<file path="src/rtl/tpu_pkg.sv">
// Shared definitions for the TPU systolic array: default widths, saturation
// bounds and the shadow-weight state encoding.
package tpu_pkg;

    localparam int DATA_W_DEF = 8;
    localparam int ACC_W_DEF  = 24;

    // Widest accumulator the saturation helpers can describe.
    localparam int ACC_W_MAX  = 63;

    // Shadow weight register occupancy.
    typedef enum logic {
        WT_EMPTY = 1'b0,
        WT_FULL  = 1'b1
    } wt_state_e;

    // Largest signed value representable in acc_w bits, right-aligned in 64 bits.
    function automatic logic signed [63:0] sat_max(input int acc_w);
        return (64'sd1 <<< (acc_w - 1)) - 64'sd1;
    endfunction

    // Smallest signed value representable in acc_w bits, right-aligned in 64 bits.
    function automatic logic signed [63:0] sat_min(input int acc_w);
        return -(64'sd1 <<< (acc_w - 1));
    endfunction

endpackage

</file>
<file path="src/rtl/mac_sat_add.sv">
// Combinational datapath of the processing element: signed multiply of the
// activation by the active weight, sign extension, accumulate with the north
// partial sum, and either clamp or wrap on signed overflow.
module mac_sat_add
    import tpu_pkg::*;
#(
    parameter int DATA_W   = DATA_W_DEF,
    parameter int ACC_W    = ACC_W_DEF,
    parameter bit SATURATE = 1'b1
) (
    input  logic [DATA_W-1:0] i_act,
    input  logic [DATA_W-1:0] i_wt,
    input  logic              i_wt_ok,
    input  logic [ACC_W-1:0]  i_psum,
    output logic [ACC_W-1:0]  o_result,
    output logic              o_ovf
);

    localparam int PROD_W = 2 * DATA_W;
    localparam int SUM_W  = ACC_W + 1;

    localparam logic signed [63:0] L_MAX = sat_max(ACC_W);
    localparam logic signed [63:0] L_MIN = sat_min(ACC_W);

    logic [DATA_W-1:0] w_wt_eff;
    logic [PROD_W-1:0] w_act_x;
    logic [PROD_W-1:0] w_wt_x;
    logic [PROD_W-1:0] w_prod;
    logic [SUM_W-1:0]  w_prod_ext;
    logic [SUM_W-1:0]  w_psum_ext;
    logic [SUM_W-1:0]  w_sum;
    logic [ACC_W-1:0]  w_max;
    logic [ACC_W-1:0]  w_min;

    // An unloaded active weight behaves as zero so the cell passes psum through.
    assign w_wt_eff = i_wt_ok ? i_wt : {DATA_W{1'b0}};

    // Operands are pre-extended to the product width; the truncated unsigned
    // product then equals the exact signed product, which always fits.
    assign w_act_x = {{DATA_W{i_act[DATA_W-1]}}, i_act};
    assign w_wt_x  = {{DATA_W{w_wt_eff[DATA_W-1]}}, w_wt_eff};
    assign w_prod  = w_act_x * w_wt_x;

    // One guard bit above ACC_W exposes signed overflow of the accumulate.
    assign w_prod_ext = {{(SUM_W - PROD_W){w_prod[PROD_W-1]}}, w_prod};
    assign w_psum_ext = {i_psum[ACC_W-1], i_psum};
    assign w_sum      = w_prod_ext + w_psum_ext;

    assign w_max = L_MAX[ACC_W-1:0];
    assign w_min = L_MIN[ACC_W-1:0];

    // Overflow detect and clamp/wrap selection for the accumulated result.
    always_comb begin
        o_ovf    = 1'b0;
        o_result = w_sum[ACC_W-1:0];
        if (w_sum[ACC_W] != w_sum[ACC_W-1]) begin
            o_ovf = 1'b1;
            if (SATURATE) begin
                o_result = w_sum[ACC_W] ? w_min : w_max;
            end else begin
                o_result = w_sum[ACC_W-1:0];
            end
        end else begin
            o_ovf    = 1'b0;
            o_result = w_sum[ACC_W-1:0];
        end
    end

endmodule

</file>
<file path="src/rtl/mac_pe.sv">
// Weight-stationary MAC processing element. Holds a double-buffered weight
// (shadow loaded through a shift chain, active used for compute), forwards
// activations east and partial sums south with one cycle of latency, and
// keeps sticky overflow/error flags.
module mac_pe
    import tpu_pkg::*;
#(
    parameter int DATA_W   = DATA_W_DEF,
    parameter int ACC_W    = ACC_W_DEF,
    parameter bit SATURATE = 1'b1
) (
    input  logic              clock,
    input  logic              reset,
    input  logic [DATA_W-1:0] act_in,
    input  logic              act_valid_in,
    output logic [DATA_W-1:0] act_out,
    output logic              act_valid_out,
    input  logic [ACC_W-1:0]  psum_in,
    input  logic              psum_valid_in,
    output logic [ACC_W-1:0]  psum_out,
    output logic              psum_valid_out,
    input  logic [DATA_W-1:0] wt_in,
    input  logic              wt_shift_in,
    output logic [DATA_W-1:0] wt_out,
    output logic              wt_shift_out,
    input  logic              wt_swap_in,
    output logic              wt_swap_out,
    input  logic              flag_clr,
    output logic              ovf_flag,
    output logic              err_flag
);

    // Reject parameter sets where the accumulator cannot hold a full product.
    if ((ACC_W < 2 * DATA_W) || (ACC_W > ACC_W_MAX)) begin : g_bad_width
        $error("mac_pe: ACC_W must be >= 2*DATA_W and <= ACC_W_MAX");
    end

    // Weight storage and FSM
    wt_state_e         r_wt_state;
    logic [DATA_W-1:0] r_shadow_w;
    logic [DATA_W-1:0] r_active_w;
    logic              r_active_ok;
    logic [DATA_W-1:0] r_wt_out;
    logic              r_wt_shift_out;
    logic              r_wt_swap_out;

    // Datapath and flag registers
    logic [DATA_W-1:0] r_act_out;
    logic              r_act_valid_out;
    logic [ACC_W-1:0]  r_psum_out;
    logic              r_psum_valid_out;
    logic              r_ovf_flag;
    logic              r_err_flag;

    logic [ACC_W-1:0]  w_result;
    logic              w_ovf;
    logic              w_compute;
    logic              w_misalign;
    logic              w_swap_err;
    logic              w_err_set;
    logic              w_ovf_set;

    mac_sat_add #(
        .DATA_W   (DATA_W),
        .ACC_W    (ACC_W),
        .SATURATE (SATURATE)
    ) u_mac_sat_add (
        .i_act    (act_in),
        .i_wt     (r_active_w),
        .i_wt_ok  (r_active_ok),
        .i_psum   (psum_in),
        .o_result (w_result),
        .o_ovf    (w_ovf)
    );

    assign w_compute  = act_valid_in & psum_valid_in;
    assign w_misalign = act_valid_in ^ psum_valid_in;
    assign w_swap_err = wt_swap_in & (r_wt_state == WT_EMPTY);
    assign w_err_set  = w_misalign | w_swap_err;
    assign w_ovf_set  = w_compute & w_ovf;

    // Weight FSM: shadow fill/drain, swap into active, and the shift chain.
    always_ff @(posedge clock or negedge reset) begin
        if (!reset) begin
            r_wt_state     <= WT_EMPTY;
            r_shadow_w     <= {DATA_W{1'b0}};
            r_active_w     <= {DATA_W{1'b0}};
            r_active_ok    <= 1'b0;
            r_wt_out       <= {DATA_W{1'b0}};
            r_wt_shift_out <= 1'b0;
            r_wt_swap_out  <= 1'b0;
        end else begin
            r_wt_shift_out <= wt_shift_in;
            r_wt_swap_out  <= wt_swap_in;
            if (wt_shift_in) begin
                r_shadow_w <= wt_in;
                r_wt_out   <= r_shadow_w;
            end
            case (r_wt_state)
                WT_EMPTY: begin
                    // A swap here is an error and leaves the active weight alone.
                    if (wt_shift_in) begin
                        r_wt_state <= WT_FULL;
                    end
                end
                WT_FULL: begin
                    if (wt_swap_in) begin
                        // Active takes the pre-shift shadow value.
                        r_active_w  <= r_shadow_w;
                        r_active_ok <= 1'b1;
                        r_wt_state  <= wt_shift_in ? WT_FULL : WT_EMPTY;
                    end
                end
                default: begin
                    r_wt_state <= WT_EMPTY;
                end
            endcase
        end
    end

    // Activation forwarding east, independent of weight state.
    always_ff @(posedge clock or negedge reset) begin
        if (!reset) begin
            r_act_out       <= {DATA_W{1'b0}};
            r_act_valid_out <= 1'b0;
        end else begin
            r_act_out       <= act_in;
            r_act_valid_out <= act_valid_in;
        end
    end

    // Partial sum south: update on a valid pair, otherwise hold the data.
    always_ff @(posedge clock or negedge reset) begin
        if (!reset) begin
            r_psum_out       <= {ACC_W{1'b0}};
            r_psum_valid_out <= 1'b0;
        end else if (w_compute) begin
            r_psum_out       <= w_result;
            r_psum_valid_out <= 1'b1;
        end else begin
            r_psum_valid_out <= 1'b0;
        end
    end

    // Sticky flags; a new event in the same cycle overrides the clear.
    always_ff @(posedge clock or negedge reset) begin
        if (!reset) begin
            r_ovf_flag <= 1'b0;
            r_err_flag <= 1'b0;
        end else begin
            if (w_ovf_set) begin
                r_ovf_flag <= 1'b1;
            end else if (flag_clr) begin
                r_ovf_flag <= 1'b0;
            end
            if (w_err_set) begin
                r_err_flag <= 1'b1;
            end else if (flag_clr) begin
                r_err_flag <= 1'b0;
            end
        end
    end

    assign act_out        = r_act_out;
    assign act_valid_out  = r_act_valid_out;
    assign psum_out       = r_psum_out;
    assign psum_valid_out = r_psum_valid_out;
    assign wt_out         = r_wt_out;
    assign wt_shift_out   = r_wt_shift_out;
    assign wt_swap_out    = r_wt_swap_out;
    assign ovf_flag       = r_ovf_flag;
    assign err_flag       = r_err_flag;

endmodule

</file>
<file path="config.mk">
export PLATFORM = sky130hd
export DESIGN_NAME = mac_pe
export DESIGN_NICKNAME = d
export VERILOG_FILES = /design/src/rtl/tpu_pkg.sv /design/src/rtl/mac_sat_add.sv /design/src/rtl/mac_pe.sv
export SDC_FILE = /design/constraint.sdc
export NUM_CORES = 1
export LEC_CHECK = 0
export ABC_AREA = 1
export CORE_MARGIN = 2
export CORE_UTILIZATION = 58
export CTS_CLUSTER_DIAMETER = 100
export DETAILED_ROUTE_END_ITERATION = 16
export HOLD_SLACK_MARGIN = 0.1
export PLACE_DENSITY = 0.83
export SLEW_MARGIN = 30
export SYNTH_ARGS = -nofsm -noshare
export SYNTH_HDL_FRONTEND = slang
export SYNTH_HIERARCHICAL = 1
export SYNTH_SLANG_ARGS = --single-unit
</file>
<file path="constraint.sdc">
create_clock -name clock -period 8.59 [get_ports clock]
set_input_delay 2.577 -clock clock [delete_from_list [all_inputs] [get_ports clock]]
set_output_delay 2.577 -clock clock [all_outputs]
set_load 0.005 [all_outputs]
</file>
==> impl_metrics.py <==
metrics = {
    "global_route": {
        "grt_usage_pct": 25.9,
        "grt_max_degree": 65,
        "grt_pass1_vias": 5854,
        "antenna_found_initial": 0,
        "overflow": 0,
        "grt_pass1_wl_mm": 27.4,
    },
    "clock_network": {
        "ctsHtreeMaxLevel": 3,
        "post-cts-setup-buffers": 0,
        "cts-root-buf": "clkbuf_16",
        "hold_buffers": 0,
        "cts.path.max_buffers": 2,
        "worstSkewPairLatency_ns": 0.33,
        "numCtsBuffers": 9,
        "cts.repair.resized": 0,
        "clkTransAtPathRegs_ns": 0.06,
        "cts_tree": "built",
        "numClockSinks": 64,
    },
    "logic_synthesis": {
        "syn_nets": 1089,
        "synthTopCellsByCount": "nand2_1, inv_1, fa_1, dfrtp_1, nor2_1",
        "ys_types": 37,
        "synth_ff_type": "dfrtp_1",
        "synth_edf_count": 0,
        "synth_seq_area_share_pct": 21.6,
        "synth_top_area_cell": "fa_1",
        "synth.most_common_cell": "nand2_1",
        "avgSynthCellArea_sq_um": 8.45,
        "yosysWarnings": 6,
        "synth_top_area_share_pct": 29.2,
        "syn_area_sq_um": 7410,
        "async_flop_share_pct": 100,
        "synth_cells": 877,
        "ys_seq_elements": 64,
        "synth_area_leaders": "fa_1, dfrtp_1, nand2_1",
    },
    "timing": {
        "setup_slack_ns": 0.700,
        "worst_pin_slew_ns": 0.807,
        "maxSlewViolCount": 0,
        "hold_viol": 0,
        "max_freq_mhz": 127,
        "fin_tns_setup_ns": 0,
        "rsz0062_at_grt": "no",
        "min_period_ns": 7.89,
        "final-setup-viol-count": 0,
        "post-route-period-util_pct": 91.9,
        "relSlewSlack_pct": 46.2,
        "clock_skew_ns": 0.00825,
    },
    "placement": {
        "place.gp.congestion": 0.929,
        "port_buffers": 92,
        "place_ws_ns": 0.358,
        "detailed_place_hpwl_mm": 13.1,
    },
    "floorplan": {
        "dieArea_sq_um": 13700,
        "dieWidth_um": 117,
        "fp.dieH_um": 117,
        "placementRows": 41,
        "ios": 93,
        "coreArea_sq_um": 12600,
        "initial_core_util_pct": 59.0,
    },
    "route": {
        "drt_pass1_iterations": 5,
        "drc_errors": 0,
        "wl_mm": 16.2,
        "drtIter0Drc": 436,
        "routedWlPerCell_um": 14.1,
        "via_count": 5791,
        "ant_nets": 0,
        "viasPerCell": 5.05,
    },
    "final_layout": {
        "nNetsFinal": 1181,
        "layout-drive-gt1-share_pct": 8.32,
        "n_antenna_cell": 0,
        "finish.utilization_pct": 69.6,
        "areaGrowthSynthToFinish_pct": 18.0,
        "n_fill_cell": 1011,
    },
    "setup_path": {
        "worstSetupEndpointType": "flip-flop",
        "r2r_end": "psum_out[2]",
        "worst_setup_path_start_kind": "input pin",
        "r2r-start": "r_active_ok",
        "criticalPathCategory": "input pin to flip-flop",
        "reg2regPathDepth": 20,
        "critPathArrivalTime_ns": 8.08,
        "ff2ff_setup_slack_ns": 2.55,
        "crit_fanout": 24,
        "required_ns": 8.78,
    },
    "min_path": {
        "hold_class": "flip-flop to flip-flop",
        "hold_depth": 2,
        "hp-start": "r_active_w[3]",
        "hold-path-endpoint": "r_active_w[3]",
    },
    "job": {
        "drv_cap": 0,
    },
    "run_status": {
        "status": "finished, final reports clean",
    },
}
-- worst max-delay path by stage --
| stage | start | to |
|---|---|---|
| after floorplan | act_in[7] | psum_out[19] |
| after global placement | act_in[7] | psum_out[11] |
| after detailed placement | act_in[7] | psum_out[18] |
| after CTS | act_in[7] | psum_out[18] |
| after global routing | act_in[7] | psum_out[22] |
| final | act_in[7] | psum_out[2] |
-- routing by layer --
metal | wire length [um] | global-route usage (%) | vias to the layer above
li1 | - | - | 2808
met2 | 8380 | 46.5 | 151
met3 | 710 | 3.81 | 24
met1 | 6820 | 33.2 | 2808
met4 | 248 | 6.20 | 0
met5 | 0 | 0 | -
-- sequential cells by signal, indices dropped and copies added (netlist names) --
register        flops
err_flag            1
act_valid_out       1
wt_swap_out         1
act_out             8
ovf_flag            1
r_wt_state          1
r_shadow_w          8
r_active_w          8
wt_shift_out        1
psum_out           24
psum_valid_out      1
r_active_ok         1
wt_out              8
-- cells by family (layout without fill, tap and decap cells) --
logic type,Yosys count,count (layout),share of synthesized area [%]
xor+xnor,11,11,1.30
simple gates,361,361,22.0
flops,64,64,21.6
compound gates,69,69,4.96
buf+inv,207,304,11.3
fa+ha+maj,165,165,38.8
-- cells in the final DEF, fill, tap and decap left out, types with 30 or more instances in the layout --
cell,n
nand2_1,203
o21ai_0,41
nand3_1,30
fa_1,108
nand2_2,39
nor2_1,60
dfrtp_1,64
ha_1,57
clkdlybuf4s50_1,90
inv_1,189
-- stage by stage --
step / cell area (sq um) / hold WS (ns) / instances
after floorplan: 7410 / 0.442 / 877
after global placement: 8460 / 0.455 / 1130
after detailed placement: 8460 / 0.462 / 1130
after CTS: 8750 / 0.475 / 1146
after global routing: 8750 / 0.482 / 1146
final: 8750 / 0.474 / 1146
-- cell type report --
| type | count | area, sq um | area share [%] |
|---|---|---|---|
| clock inverters | 7 | 71.3 | 0.815 |
| clock buffers | 9 | 225 | 2.57 |
| well taps | 172 | 215 | 2.46 |
| inverters | 192 | 721 | 8.24 |
| multi-input cells | 606 | 4970 | 56.8 |
| repair buffers | 96 | 941 | 10.8 |
| flip-flops and latches | 64 | 1600 | 18.3 |
-- worst max-delay path, stage by stage --
cell,delay (ns)
clkdlybuf4s50_1,0.57
nand2_1,0.18
fa_1,0.76
fa_1,0.52
inv_1,0.34
fa_1,0.50
fa_1,0.45
ha_1,0.29
ha_1,0.35
a21oi_1,0.30
nand2_1,0.13
a21oi_1,0.27
nand3_2,0.12
nand2_1,0.07
nand2_1,0.09
nand2_4,0.28
nand2_1,0.11
nand2_1,0.08
o21ai_0,0.08
Power is not shown: default switching activity piles up to over one toggle a cycle in this logic, so the estimate is an artifact.
